--- src/rtl/writeback_arbiter.sv ---
// ============================================================================
// Module   : writeback_arbiter
// Brief    : Merges ALU and buffered load results onto one register-file write
//            port, with a starvation guard and optional forwarding (WB_FWD_EN).
// Revision : 1.0
// ============================================================================
`default_nettype none

module writeback_arbiter #(
  parameter int DEPTH        = 4,
  parameter int STARVE_LIMIT = 8
) (
  input  logic        CLK,
  input  logic        RESET,
  input  logic        AluValid,
  input  logic [4:0]  AluReg,
  input  logic [31:0] AluData,
  input  logic        MemValid,
  output logic        MemReady,
  input  logic [4:0]  MemReg,
  input  logic [31:0] MemData,
  output logic [4:0]  WriteReg1,
  output logic [31:0] WriteData1,
  output logic        Write1,
  output logic        AluHold,
  input  logic [4:0]  QueryReg,
  output logic        FwdHit,
  output logic [31:0] FwdData
);

  localparam int C_AW = $clog2(DEPTH);

  logic [4:0]      fifo_reg_q  [DEPTH];
  logic [31:0]     fifo_data_q [DEPTH];
  logic [C_AW-1:0] wr_ptr_q, wr_ptr_d;
  logic [C_AW-1:0] rd_ptr_q, rd_ptr_d;
  logic [C_AW:0]   count_q, count_d;
  logic [3:0]      starve_q, starve_d;
  logic            hold_q, hold_d;
  logic            write_q, write_d;
  logic [4:0]      wreg_q, wreg_d;
  logic [31:0]     wdata_q, wdata_d;

  logic            w_empty;
  logic            w_push;
  logic            w_alu_sel;
  logic            w_pop;
  logic [4:0]      w_sel_reg;
  logic [31:0]     w_sel_data;

  assign w_empty    = (count_q == '0);
  assign MemReady   = (count_q != (C_AW+1)'(DEPTH));
  assign w_push     = MemValid && MemReady;
  // A held-off ALU result is dropped so the FIFO head always wins under hold.
  assign w_alu_sel  = AluValid && !hold_q;
  assign w_pop      = !w_alu_sel && !w_empty;
  assign w_sel_reg  = w_alu_sel ? AluReg  : fifo_reg_q[rd_ptr_q];
  assign w_sel_data = w_alu_sel ? AluData : fifo_data_q[rd_ptr_q];

  always_comb begin
    wr_ptr_d = w_push ? wr_ptr_q + C_AW'(1) : wr_ptr_q;
    rd_ptr_d = w_pop  ? rd_ptr_q + C_AW'(1) : rd_ptr_q;
    count_d  = count_q;
    if (w_push && !w_pop)
      count_d = count_q + (C_AW+1)'(1);
    else if (!w_push && w_pop)
      count_d = count_q - (C_AW+1)'(1);

    starve_d = starve_q;
    if (w_pop || w_empty)
      starve_d = '0;
    else if (w_alu_sel)
      starve_d = starve_q + 4'd1;
    // Hold drops at the forced-pop edge because the pop clears the counter.
    hold_d = (starve_d == 4'(STARVE_LIMIT));

    write_d = (w_alu_sel || w_pop) && (w_sel_reg != 5'd0);
    wreg_d  = wreg_q;
    wdata_d = wdata_q;
    if (w_alu_sel || w_pop) begin
      wreg_d  = w_sel_reg;
      wdata_d = w_sel_data;
    end
  end

  always_ff @(posedge CLK or negedge RESET) begin
    if (!RESET) begin
      wr_ptr_q <= '0;
      rd_ptr_q <= '0;
      count_q  <= '0;
      starve_q <= '0;
      hold_q   <= 1'b0;
      write_q  <= 1'b0;
      wreg_q   <= '0;
      wdata_q  <= '0;
    end else begin
      wr_ptr_q <= wr_ptr_d;
      rd_ptr_q <= rd_ptr_d;
      count_q  <= count_d;
      starve_q <= starve_d;
      hold_q   <= hold_d;
      write_q  <= write_d;
      wreg_q   <= wreg_d;
      wdata_q  <= wdata_d;
    end
  end

  always_ff @(posedge CLK) begin
    if (w_push) begin
      fifo_reg_q[wr_ptr_q]  <= MemReg;
      fifo_data_q[wr_ptr_q] <= MemData;
    end
  end

  assign Write1     = write_q;
  assign WriteReg1  = wreg_q;
  assign WriteData1 = wdata_q;
  assign AluHold    = hold_q;

`ifdef WB_FWD_EN
  logic [C_AW-1:0] w_idx;

  // Oldest to newest so later matches override; output register beats all.
  always_comb begin
    FwdHit  = 1'b0;
    FwdData = 32'h0;
    w_idx   = '0;
    for (int k = 0; k < DEPTH; k++) begin
      w_idx = rd_ptr_q + C_AW'(k);
      if (((C_AW+1)'(k) < count_q) && (fifo_reg_q[w_idx] == QueryReg)) begin
        FwdHit  = 1'b1;
        FwdData = fifo_data_q[w_idx];
      end
    end
    if (write_q && (wreg_q == QueryReg)) begin
      FwdHit  = 1'b1;
      FwdData = wdata_q;
    end
    if (QueryReg == 5'd0) begin
      FwdHit  = 1'b0;
      FwdData = 32'h0;
    end
  end
`else
  logic w_unused_query;

  assign w_unused_query = ^QueryReg;
  assign FwdHit         = 1'b0;
  assign FwdData        = 32'h0;
`endif

endmodule

`default_nettype wire

--- config.mk ---
export PLATFORM = sky130hd
export DESIGN_NAME = writeback_arbiter
export DESIGN_NICKNAME = d
export VERILOG_FILES = /design/src/rtl/writeback_arbiter.sv
export SDC_FILE = /design/constraint.sdc
export NUM_CORES = 1
export LEC_CHECK = 0
export BUFFER_PORTS_ARGS = -buffer_cell sky130_fd_sc_hd__buf_2
export CORE_MARGIN = 3
export CORE_UTILIZATION = 55
export DETAILED_ROUTE_END_ITERATION = 16
export PLACE_DENSITY_LB_ADDON = 0.12
export SKIP_CTS_REPAIR_TIMING = 1
export SYNTH_ARGS = -nofsm -noshare
export SYNTH_HDL_FRONTEND = slang
export SYNTH_SLANG_ARGS = --single-unit
export TNS_END_PERCENT = 10
--- constraint.sdc ---
create_clock -name CLK -period 4.1 [get_ports CLK]
set_input_delay 0 -clock CLK [delete_from_list [all_inputs] [get_ports CLK]]
set_output_delay 0 -clock CLK [all_outputs]
set_load 0.01 [all_outputs]
# ---- Yosys cells after proc, flatten, opt, wreduce, memory -nomap -nowiden
# Memories as Yosys holds them, arrays and structs flattened.
# Index checks and enable logic that the tools add are counted.
dict set report op_classes {
  add_sub_neg 5
  eq_ne 2
  mux 8
  n_reduce_logical 16
}
# cell count
set op_table {}
lappend op_table {{32-bit two-way mux} 1}
lappend op_table {{4-bit two-way mux} 2}
lappend op_table {{1-bit logical AND} 6}
lappend op_table {{3-bit two-way mux} 2}
lappend op_table {{1-bit zero test} 5}
lappend op_table {{5-bit two-way mux} 1}
lappend op_table {{5-bit nonzero test} 1}
lappend op_table {{2-bit by 1-bit adder with 2-bit output (second input constant)} 2}
lappend op_table {{4-bit by 1-bit adder with 4-bit output (second input constant)} 1}
lappend op_table {{4-bit == test (second input constant)} 1}
lappend op_table {{3-bit by 1-bit adder with 3-bit output (second input constant)} 1}
lappend op_table {{3-bit zero test} 1}
lappend op_table {{3-bit != test (second input constant)} 1}
lappend op_table {{3-bit by 1-bit subtractor with 3-bit output (second input constant)} 1}
lappend op_table {{1-bit logical OR} 2}
lappend op_table {{1-bit two-way mux} 2}
lappend op_table {{2-bit nonzero test} 1}
dict set report word_totals {
  register_bits 50
  ram_bits 148
  output_inout_bits 73
  word_cells 41
  n_memories 2
}
# memory depth word_bits rd rd_ports_with_merged_regs write_ports line
set mem_list {}
lappend mem_list {fifo_data_q 4 32 1 0 1 34} ;# logic [31:0] fifo_data_q [DEPTH];
lappend mem_list {fifo_reg_q 4 5 1 0 1 33} ;# logic [4:0] fifo_reg_q [DEPTH];

# ---- Depth between registers and ports, before layout
# Gate-level depths: netlist of the first run.
dict set report depth {
  word_depth 7
  depth_mapped 9
  mapped_depth_nobuf 9
}

# ---- Worst setup path before layout of the first run
# Ideal clock, no wire load.
dict set report synth_path {
  path_type {flip-flop to flip-flop}
  from {register count_q[0]}
  to {memory fifo_data_q[0][0], enable pin}
  setup_ns 0.398
  arrival_time_ns 1.619
  setup_slack_ns 2.083
  stages_incl_launch_ff 4
  path_buffers 0
  cell_sequence {dfrtp_1 nor2_1 nand2_1 and3_1}
}
dict set report synth_via {
  elab_chain_cells 4
}
# element line
set synth_rtl {}
lappend synth_rtl {{start, declared} 37} ;# logic [C_AW:0] count_q, count_d;
lappend synth_rtl {{start signal, assigned} 99} ;# count_q <= count_d;
lappend synth_rtl {{3-bit != test} 52} ;# assign MemReady = (count_q != (C_AW+1)'(DEPTH));
lappend synth_rtl {{named net MemReady} 19} ;# output logic MemReady,
lappend synth_rtl {{1-bit logical AND} 53} ;# assign w_push = MemValid && MemReady;
lappend synth_rtl {{1-bit two-way mux} 109} ;# if (w_push) begin
lappend synth_rtl {{1-bit two-way mux (implied by the code)} 111} ;# fifo_data_q[wr_ptr_q] <= MemData;
lappend synth_rtl {{end, declared} 34}
# The timed path passes the listed nets, and every way through them passes these cells.

# ---- Final worst setup path of the first run
dict set report layout_path {
  from {register rd_ptr_q[0]}
  to {register wdata_q[17] (netlist: WriteData1[17])}
}
dict set report layout_via {
  elab_chain_cells 2
}
# element line
set layout_rtl {}
lappend layout_rtl {{start, declared} 36} ;# logic [C_AW-1:0] rd_ptr_q, rd_ptr_d;
lappend layout_rtl {{start signal, assigned} 98} ;# rd_ptr_q <= rd_ptr_d;
lappend layout_rtl {{memory 4 x 32 bit} n/a}
lappend layout_rtl {{32-bit two-way mux} 58} ;# assign w_sel_data = w_alu_sel ? AluData : fifo_data_q[rd_ptr_q];
lappend layout_rtl {{end signal, assigned} 104} ;# wdata_q <= wdata_d;
lappend layout_rtl {{end, declared} 42} ;# logic [31:0] wdata_q, wdata_d;
# Every way passes these cells.
# A chain may end at the register's enable or synchronous reset.

==> results of run 1 <==
-- synthesized netlist by cell type, drive strengths merged --
cell	count
and2	1
nor3b	1
nor3	1
buf	48
nand3	2
nor2	43
fa	1
dfrtp	50
ha	6
nand2	69
o21a	1
mux2i	5
clkbuf	9
inv	4
nor4b	1
mux2	2
mux4	37
or3	1
conb	1
xnor2	4
nand2b	1
edfxtp	148
xor2	5
a31oi	33
and3	5
a21oi	5
nor2b	1
-- worst min-delay path, stage by stage --
cell	delay (ns)
buf_2	0.08
mux2i_1	0.09
a21oi_1	0.15
-- flip-flops by register name, indices dropped and copies added (netlist names) --
name         count
WriteData1      32
Write1           1
count_q          3
WriteReg1        5
fifo_data_q    128
fifo_reg_q      20
starve_q         4
wr_ptr_q         2
rd_ptr_q         2
AluHold          1
-- layout by cell type (no fill, tap or decap), drive strengths merged, types with 6 or more instances in the layout --
cell         instances
nand2               69
edfxtp             148
conb                33
clkinv               8
mux4                37
ha                   6
dlygate4sd3         74
a31oi               33
nor2                43
clkbuf              18
dfrtp               50
buf                122
-- cell type report --
type	count	area share
Clock buffer	18	0.0437
Clock inverter	14	0.0115
Inverter	4	0.00153
Multi-Input combinational cell	258	0.201
Sequential cell	198	0.581
Tap cell	180	0.0230
Timing Repair Buffer	196	0.139
-- metrics by stage --
stage           util  power (mW)  setup WS, ns
2_1_floorplan      -        4.14          2.08
3_3_place_gp   0.610        4.63          1.69
3_5_place_dp   0.610        4.69          1.66
4_1_cts        0.649        6.20          1.66
5_1_grt        0.702        6.54          1.52
6_report       0.702        6.18          1.78
-- how the worst max path moves through the flow --
| stage | startpoint | to | slack, ns |
|---|---|---|---|
| finish | rd_ptr_q[0]$_DFFE_PN0P_ | WriteData1[17]$_DFFE_PN0P_ | 1.78 |
| global route | rd_ptr_q[0]$_DFFE_PN0P_ | WriteData1[0]$_DFFE_PN0P_ | 1.52 |
| CTS | rd_ptr_q[0]$_DFFE_PN0P_ | WriteData1[0]$_DFFE_PN0P_ | 1.66 |
| detailed placement | rd_ptr_q[0]$_DFFE_PN0P_ | WriteData1[0]$_DFFE_PN0P_ | 1.66 |
| global placement | rd_ptr_q[0]$_DFFE_PN0P_ | WriteData1[0]$_DFFE_PN0P_ | 1.69 |
| floorplan | count_q[0]$_DFFE_PN0P_ | fifo_data_q[0][0]$_DFFE_PP_ | 2.08 |
-- routing by layer --
| layer | GRT usage | vias up | wire (µm) |
|---|---|---|---|
| li1 | - | 2122 | - |
| met1 | 0.248 | 2227 | 6070 |
| met2 | 0.323 | 142 | 8170 |
| met3 | 0.0450 | 13 | 818 |
| met4 | 0.0726 | 0 | 189 |
| met5 | 0 | - | 0 |
-- cell families after synthesis --
kind of cell / synth area share
AO/OA/AOI/OAI: 0.0302
XOR/XNOR: 0.00997
adder cells (fa/ha/maj): 0.0120
buffers and inverters: 0.0472
flip-flops: 0.721
multiplexers: 0.115
other: 0.000474
AND/OR/NAND/NOR: 0.0649
-- power by group --
part	internal [mW]	total [mW]	switching, mW
clock	0.829	1.53	0.698
sequential	2.69	3.03	0.344
combinational	0.807	1.63	0.822
total	4.32	6.18	1.86
==> impl_metrics.json, run 1 <==
{
  "dp_cells": 762,
  "cap_violations": 0,
  "whs_ns": -0.0573,
  "grt_pass1_vias": 4420,
  "yosysUniqueCellTypes": 30,
  "r2r_slack_ns": 1.78,
  "io_pins": 156,
  "nNetsFinal": 765,
  "hold_depth": 3,
  "reg2reg_from": "rd_ptr_q[0]$_DFFE_PN0P_",
  "viasPerCell": 5.19,
  "synth_seq_area_share": 0.721,
  "finalSetupTns_ns": 0,
  "critPathRequiredTime_ns": 4.38,
  "core.rowCount": 43,
  "finalNonFillerCells": 868,
  "grt_max_degree": 51,
  "fin_area_mm2": 0.00981,
  "drcViolationCount": 0,
  "min-delay-start": "AluReg[3]",
  "fin_skew_ns": 0.00837,
  "first_pass_iters": 4,
  "seqCellArea_mm2": 0.00570,
  "yosysTopAreaCellShare": 0.562,
  "place_area_mm2": 0.00853,
  "cp_num_cells": 4,
  "netlist_area_mm2": 0.00790,
  "crit_chain": "buf_4 > mux4_2 > nand2_1 > a31oi_1",
  "insertedDiodeCount": 0,
  "dp_hpwl_um": 8620,
  "peakVddDrop_mv": 0.355,
  "routed_wl_um": 15200,
  "grt_antenna_before_repair": 0,
  "htreeDepth": 4,
  "layout-drive-gt1-share": 0.288,
  "synth-seq-cells": 198,
  "fin_crit_ns": 2.32,
  "status": "complete, but fails checks",
  "crit_type": "register to register",
  "critPathBufInv": 1,
  "cp-end-kind": "register",
  "violations": "negative hold slack",
  "finalSetupViolCount": 0,
  "antenna_violating_nets_post_route": 0,
  "clk_pin_slew_worst_paths_ns": 0.07,
  "numCtsBuffers": 17,
  "layout_worst_path_cycle_share": 0.567,
  "die_x_um": 126,
  "crit_path_max_incr_delay_ns": 1.02,
  "grt_pass1_wl_um": 23000,
  "maxSlewViolCount": 0,
  "hold-path-endpoint": "WriteReg1[3]$_DFFE_PN0P_",
  "synthTopCellsByArea": "edfxtp_1 56%, dfrtp_1 16%, mux4_2 11%",
  "cp_top_family": "flip-flops",
  "clk_latency_ns": 0.42,
  "num_vias": 4504,
  "p_leak_nw": 3.79,
  "wl_per_cell_um": 17.6,
  "syn_to_final_growth_pct": 24.2,
  "cts_tree": "done",
  "dieArea_mm2": 0.0158,
  "clock_sinks": 198,
  "r2r_cells": 4,
  "ys_warn_count": 0,
  "fmax_mhz": 430,
  "syn_area_per_cell_um2": 16.3,
  "tightest_slew_ns": 1.04,
  "grtUsageTotal": 0.193,
  "port_buffers": 117,
  "grt_setup_unrepaired": "false",
  "worst_ep_arrival_time_ns": 2.60,
  "root_buffer": "clkbuf_16",
  "initial_core_util": 0.565,
  "core_mm2": 0.0140,
  "hold_viol_final": 2,
  "clockBufferDepth": 2,
  "hold_class": "primary input to register",
  "power_density_mw_per_mm2": 630,
  "die_h_um": 126,
  "reg2reg_to": "WriteData1[17]$_DFFE_PN0P_",
  "grt_overflow_total": 0,
  "worstPathMaxFanout": 28,
  "yosys.area.top_type": "edfxtp_1",
  "drt_iter0_drc": 291,
  "slew_headroom": 0.307,
  "slowest_stage": "dfrtp_2",
  "syn_inst": 485,
  "fillCellCount": 958,
  "multi_input_area_mm2": 0.00197,
  "gp_congestion": 0.769,
  "critPathLaunchType": "register"
}
Note: power is estimated with default switching activity, not from simulation.
==> run 2, diff against run 1 <==
==> constraint.sdc (replaced) <==
create_clock -name CLK -period 2.4 [get_ports CLK]
set_input_delay 0 -clock CLK [delete_from_list [all_inputs] [get_ports CLK]]
set_output_delay 0 -clock CLK [all_outputs]
set_load 0.01 [all_outputs]
==> run 2 against run 1 <==
The flow now finishes without violations. Combinational power grew 92%. Via count rose by 2.5%. Final area grew 1.5%. Wire length increased by 2.7%. First-iteration DRC count decreased by 2.1%. Clock skew is 0.0027 ns lower. Cell count rose by 1.4%. Global-route usage up 0.85 points. Sequential share of layout area shrank 0.86 points. Clock-buffer cell count is 2 higher. Sequential power up 63%. Utilization rose by 1.1 points. Highest routed layer unchanged.
==> impl_metrics.json, run 2 (synthesis results as in run 1) <==
{
  "clock_sinks": 198,
  "critPathLaunchType": "register",
  "layout_worst_path_cycle_share": 0.896,
  "power_density_mw_per_mm2": 1090,
  "layout-drive-gt1-share": 0.299,
  "final_common_cell": "edfxtp_1",
  "maxSlewViolCount": 0,
  "dieArea_mm2": 0.0158,
  "antenna_violating_nets_post_route": 0,
  "wl_per_cell_um": 17.8,
  "slew_headroom": 0.391,
  "peakVddDrop_mv": 0.638,
  "io_pins": 156,
  "die_x_um": 126,
  "tightest_slew_ns": 0.914,
  "grt_pass1_wl_um": 24100,
  "grt_antenna_before_repair": 1,
  "grt_setup_unrepaired": "false",
  "drcViolationCount": 0,
  "min-delay-start": "AluValid",
  "fin_crit_ns": 2.15,
  "clk_latency_ns": 0.42,
  "worstSetupStartpoint": "count_q[0]$_DFFE_PN0P_",
  "grt_overflow_total": 0,
  "cap_violations": 0,
  "finalSetupTns_ns": 0,
  "slowest_stage": "dfrtp_1",
  "finalSetupViolCount": 0,
  "finalNonFillerCells": 880,
  "initial_core_util": 0.565,
  "grt_pass1_vias": 4448,
  "largest-register": "fifo_data_q",
  "grt_max_degree": 47,
  "clockBufferDepth": 2,
  "hold_class": "primary input to register",
  "cts_tree": "done",
  "core.rowCount": 43,
  "routed_wl_um": 15600,
  "clk_pin_slew_worst_paths_ns": 0.07,
  "fmax_mhz": 465,
  "cp-end-kind": "register",
  "viasPerCell": 5.25,
  "worst_ep_arrival_time_ns": 2.50,
  "syn_to_final_growth_pct": 26.0,
  "port_buffers": 117,
  "nNetsFinal": 776,
  "reg2reg_from": "count_q[0]$_DFFE_PN0P_",
  "die_h_um": 126,
  "fin_util": 0.712,
  "worstPathMaxFanout": 6,
  "status": "completed",
  "p_leak_nw": 3.87,
  "fin_skew_ns": 0.00566,
  "critPathBufInv": 1,
  "gp_congestion": 0.784,
  "grtUsageTotal": 0.201,
  "dp_hpwl_um": 9510,
  "dp_cells": 772,
  "hold_viol_final": 0,
  "crit_type": "register to register",
  "crit_chain": "nor2_1 > nand2_1 > and2_0 > ha_1 > inv_1 > fa_1 > xor2_1 > nor2_1 > xor2_1",
  "numCtsBuffers": 17,
  "first_pass_iters": 5,
  "mostFrequentLayoutCells": "148 x edfxtp_1, 117 x buf_2, 75 x dlygate4sd3_1",
  "drt_iter0_drc": 285,
  "htreeDepth": 4,
  "root_buffer": "clkbuf_16",
  "core_mm2": 0.0140,
  "largest_register_ffs": 128,
  "num_vias": 4617,
  "cp_top_family": "simple AND/OR/NAND/NOR gates",
  "crit_path_max_incr_delay_ns": 0.48,
  "critPathRequiredTime_ns": 2.75
}
-- run 2: cell types whose count changed in the layout (fill, tap and decap cells not counted), sizes merged --
cell and delta:
dlygate4sd3 +1, buf +10, clkinv -3, diode +1, clkbuf +2, bufinv +1
-- run 2: path summary, 6_finish.rpt --
check / to / slack (ns) / depth (start not counted)
worst min-delay path: starve_q[1]$_DFF_PN0_ / 0.04 / 3
max in group asynchronous: WriteReg1[3]$_DFFE_PN0P_ / 1.37 / 3
worst max register to register: count_q[2]$_DFFE_PN0P_ / 0.25 / 9
worst min register to register: starve_q[0]$_DFF_PN0_ / 0.52 / 1
worst max-delay path: count_q[2]$_DFFE_PN0P_ / 0.25 / 9
min in group asynchronous: starve_q[0]$_DFF_PN0_ / 0.25 / 2
-- run 2: final cells by class --
| cell class | count | area, µm² |
|---|---|---|
| Multi-Input combinational cell | 258 | 1970 |
| Clock buffer | 20 | 447 |
| Sequential cell | 198 | 5700 |
| Antenna cell | 1 | 2.50 |
| Tap cell | 180 | 225 |
| Clock inverter | 12 | 130 |
| Timing Repair Buffer | 207 | 1470 |
| Inverter | 4 | 15.0 |
| Fill cell | 934 | 4030 |
-- run 2: power breakdown --
group | total (mW) | leakage [nW] | switching, mW | internal [mW]
logic | 3.13 | 1.66 | 1.68 | 1.46
registers | 4.94 | 1.93 | 0.363 | 4.58
clock network | 2.74 | 0.268 | 1.18 | 1.56
total | 10.8 | 3.87 | 3.23 | 7.59
-- run 2: worst register-to-register path: cells and delay by family, from the launching register on --
kind / cells / cell delay (ns)
xor+xnor: 2 / 0.33
fa+ha+maj: 2 / 0.59
buf+inv: 1 / 0.06
flops: 1 / 0.48
simple gates: 4 / 0.61
-- run 2: per-layer routing --
metal	vias up	global-route usage	part of all wire
li1	2148	-	-
met1	2294	0.265	0.41
met2	156	0.334	0.52
met4	0	0.0631	0.015
met3	19	0.0517	0.053
met5	-	0	0
-- run 2: stage by stage --
stage	hold WS, ns	power, mW	instance area, µm²	setup slack, ns
2_1_floorplan	-0.296	7.07	8020	0.383
3_3_place_gp	0.173	8.01	8630	0.349
3_5_place_dp	0.203	8.12	8630	0.251
4_1_cts	-0.263	10.9	9210	0.236
5_1_grt	0.0459	11.4	9960	0.0816
6_report	0.0436	10.8	9960	0.250
==> run 3, diff against run 2 <==
--- a/config.mk
+++ b/config.mk
@@ -6,8 +6,10 @@
 export NUM_CORES = 1
 export LEC_CHECK = 0
 export BUFFER_PORTS_ARGS = -buffer_cell sky130_fd_sc_hd__buf_2
+export CELL_PAD_IN_SITES_DETAIL_PLACEMENT = 1
+export CELL_PAD_IN_SITES_GLOBAL_PLACEMENT = 1
 export CORE_MARGIN = 3
-export CORE_UTILIZATION = 55
+export CORE_UTILIZATION = 45
 export DETAILED_ROUTE_END_ITERATION = 16
 export PLACE_DENSITY_LB_ADDON = 0.12
 export SKIP_CTS_REPAIR_TIMING = 1
==> run 3 against run 2 <==
Worst hold slack better by 0.0084 ns. Combinational power up 7.3%. Clock skew up 0.0065 ns. Sequential share of layout area down 0.45 points. Global-route usage down 1.6 points. Critical path depth unchanged. Cell count up 5.1%. Maximum frequency down 1.6%. Sequential power up 0.8%. Utilization down 12 points. Critical endpoint unchanged.
==> impl_metrics.json, run 3 (synthesis results as in run 1) <==
{
  "critPathRequiredTime_ns": 2.74,
  "grtUsageTotal": 0.185,
  "cap_violations": 0,
  "initial_core_util": 0.468,
  "seqCellArea_mm2": 0.00570,
  "seqPwrFrac": 0.455,
  "grt_max_degree": 39,
  "largest-register": "fifo_data_q",
  "worstSetupStartpoint": "count_q[0]$_DFFE_PN0P_",
  "largest_register_ffs": 128,
  "gp_congestion": 0.678,
  "critPathLaunchType": "register",
  "core.rowCount": 47,
  "final_common_cell": "edfxtp_1",
  "num_vias": 4763,
  "slew_headroom": 0.404,
  "tightest_slew_ns": 0.895,
  "reg2reg_from": "count_q[0]$_DFFE_PN0P_",
  "combPwrFrac": 0.307,
  "crit_type": "register to register",
  "nNetsFinal": 782,
  "finalSetupViolCount": 0,
  "finalSetupTns_ns": 0,
  "clock_sinks": 198,
  "dpl_worst_slack_ns": 0.223,
  "drcViolationCount": 0,
  "clkPwrFrac": 0.238,
  "cp-end-kind": "register",
  "grt_pass1_vias": 4822,
  "io_pins": 156,
  "maxSlewViolCount": 0,
  "status": "completed",
  "insertedDiodeCount": 0,
  "htreeDepth": 4,
  "fmax_mhz": 457,
  "wl_per_cell_um": 20.0,
  "antenna_violating_nets_post_route": 0,
  "hold_viol_final": 0,
  "root_buffer": "clkbuf_16",
  "report.power.total_mw": 11.0,
  "dieArea_mm2": 0.0192,
  "dp_hpwl_um": 11100,
  "peakVddDrop_mv": 0.627,
  "hold_class": "primary input to register",
  "clk_latency_ns": 0.43,
  "grt_setup_unrepaired": "false",
  "grt_pass1_wl_um": 27200,
  "switchingPower_mw": 3.42,
  "p_sw_frac": 0.312,
  "multi_input_area_mm2": 0.00197,
  "fillCellCount": 1587,
  "min-delay-start": "AluValid",
  "first_pass_iters": 4,
  "clk_pin_slew_worst_paths_ns": 0.07,
  "setup_slack_ns": 0.214,
  "routed_wl_um": 18500,
  "dp_cells": 818,
  "p_int_mw": 7.53,
  "core_mm2": 0.0169,
  "viasPerCell": 5.15,
  "worst_ep_arrival_time_ns": 2.53,
  "finalNonFillerCells": 925,
  "clockBufferDepth": 2,
  "fin_crit_ns": 2.19,
  "numCtsBuffers": 17,
  "cts_tree": "done",
  "power_density_mw_per_mm2": 1090,
  "layout_worst_path_cycle_share": 0.911,
  "syn_to_final_growth_pct": 27.0,
  "port_buffers": 117,
  "grt_overflow_total": 0,
  "p_leak_nw": 3.89,
  "grt_antenna_before_repair": 0,
  "layout-drive-gt1-share": 0.298,
  "drt_iter0_drc": 291,
  "fin_skew_ns": 0.0122,
  "mostFrequentLayoutCells": "148 x edfxtp_1, 117 x buf_2, 75 x dlygate4sd3_1",
  "die_h_um": 139,
  "die_x_um": 139,
  "worstPathMaxFanout": 6
}
[run 3: final timing paths]
check                           cells past startpoint                        end  slack [ns]
max in group asynchronous                           3  WriteData1[6]$_DFFE_PN0P_        1.44
worst max register to register                      9     count_q[2]$_DFFE_PN0P_        0.21
worst max-delay path                                9     count_q[2]$_DFFE_PN0P_        0.21
worst min-delay path                                3      starve_q[1]$_DFF_PN0_        0.05
worst min register to register                      1      starve_q[0]$_DFF_PN0_        0.49
min in group asynchronous                           2   WriteReg1[3]$_DFFE_PN0P_        0.25
[run 3: metal layers]
metal,GRT usage,share of wire,vias to the layer above
met1,0.242,0.41,2465
met4,0.0567,0.012,0
met5,0,0,-
met3,0.0379,0.043,17
li1,-,-,2147
met2,0.316,0.53,134
[run 3: final cells by class]
cell class | instances | share of cell area
sequential | 198 | 0.568
multi-input combinational | 258 | 0.196
timing repair buffer | 213 | 0.155
clock buffer | 21 | 0.0439
tap | 220 | 0.0274
clock inverter | 11 | 0.00847
inverter | 4 | 0.00150
[run 3: power by group through the flow]
| stage | sequential (mW) | clock (mW) | combinational [mW] |
|---|---|---|---|
| floorplan | 5.03 | 0 | 2.04 |
| global placement | 4.98 | 0 | 3.20 |
| detailed placement | 5.05 | 0 | 3.28 |
| CTS | 4.99 | 2.64 | 3.30 |
| global route | 5.08 | 2.79 | 3.68 |
| finish | 4.98 | 2.60 | 3.36 |
[run 3: per-stage QoR]
| step | area [µm²] | utilization | hold WS [ns] |
|---|---|---|---|
| final | 10000 | 0.595 | 0.0521 |
| after global routing | 10000 | 0.595 | 0.0577 |
| after CTS | 9290 | 0.550 | -0.299 |
| after detailed placement | 8760 | 0.519 | 0.164 |
| after global placement | 8760 | 0.519 | 0.162 |
| after floorplan | 8020 | - | -0.296 |
[run 3: critical path, stage by stage, from the launching register on]
cell and delay [ns]:
dfrtp_1 0.48, nor2_1 0.07, nand2_1 0.15, and2_0 0.28, ha_1 0.24, inv_1 0.07
fa_1 0.38, xor2_1 0.17, nor2_1 0.11, xor2_1 0.16
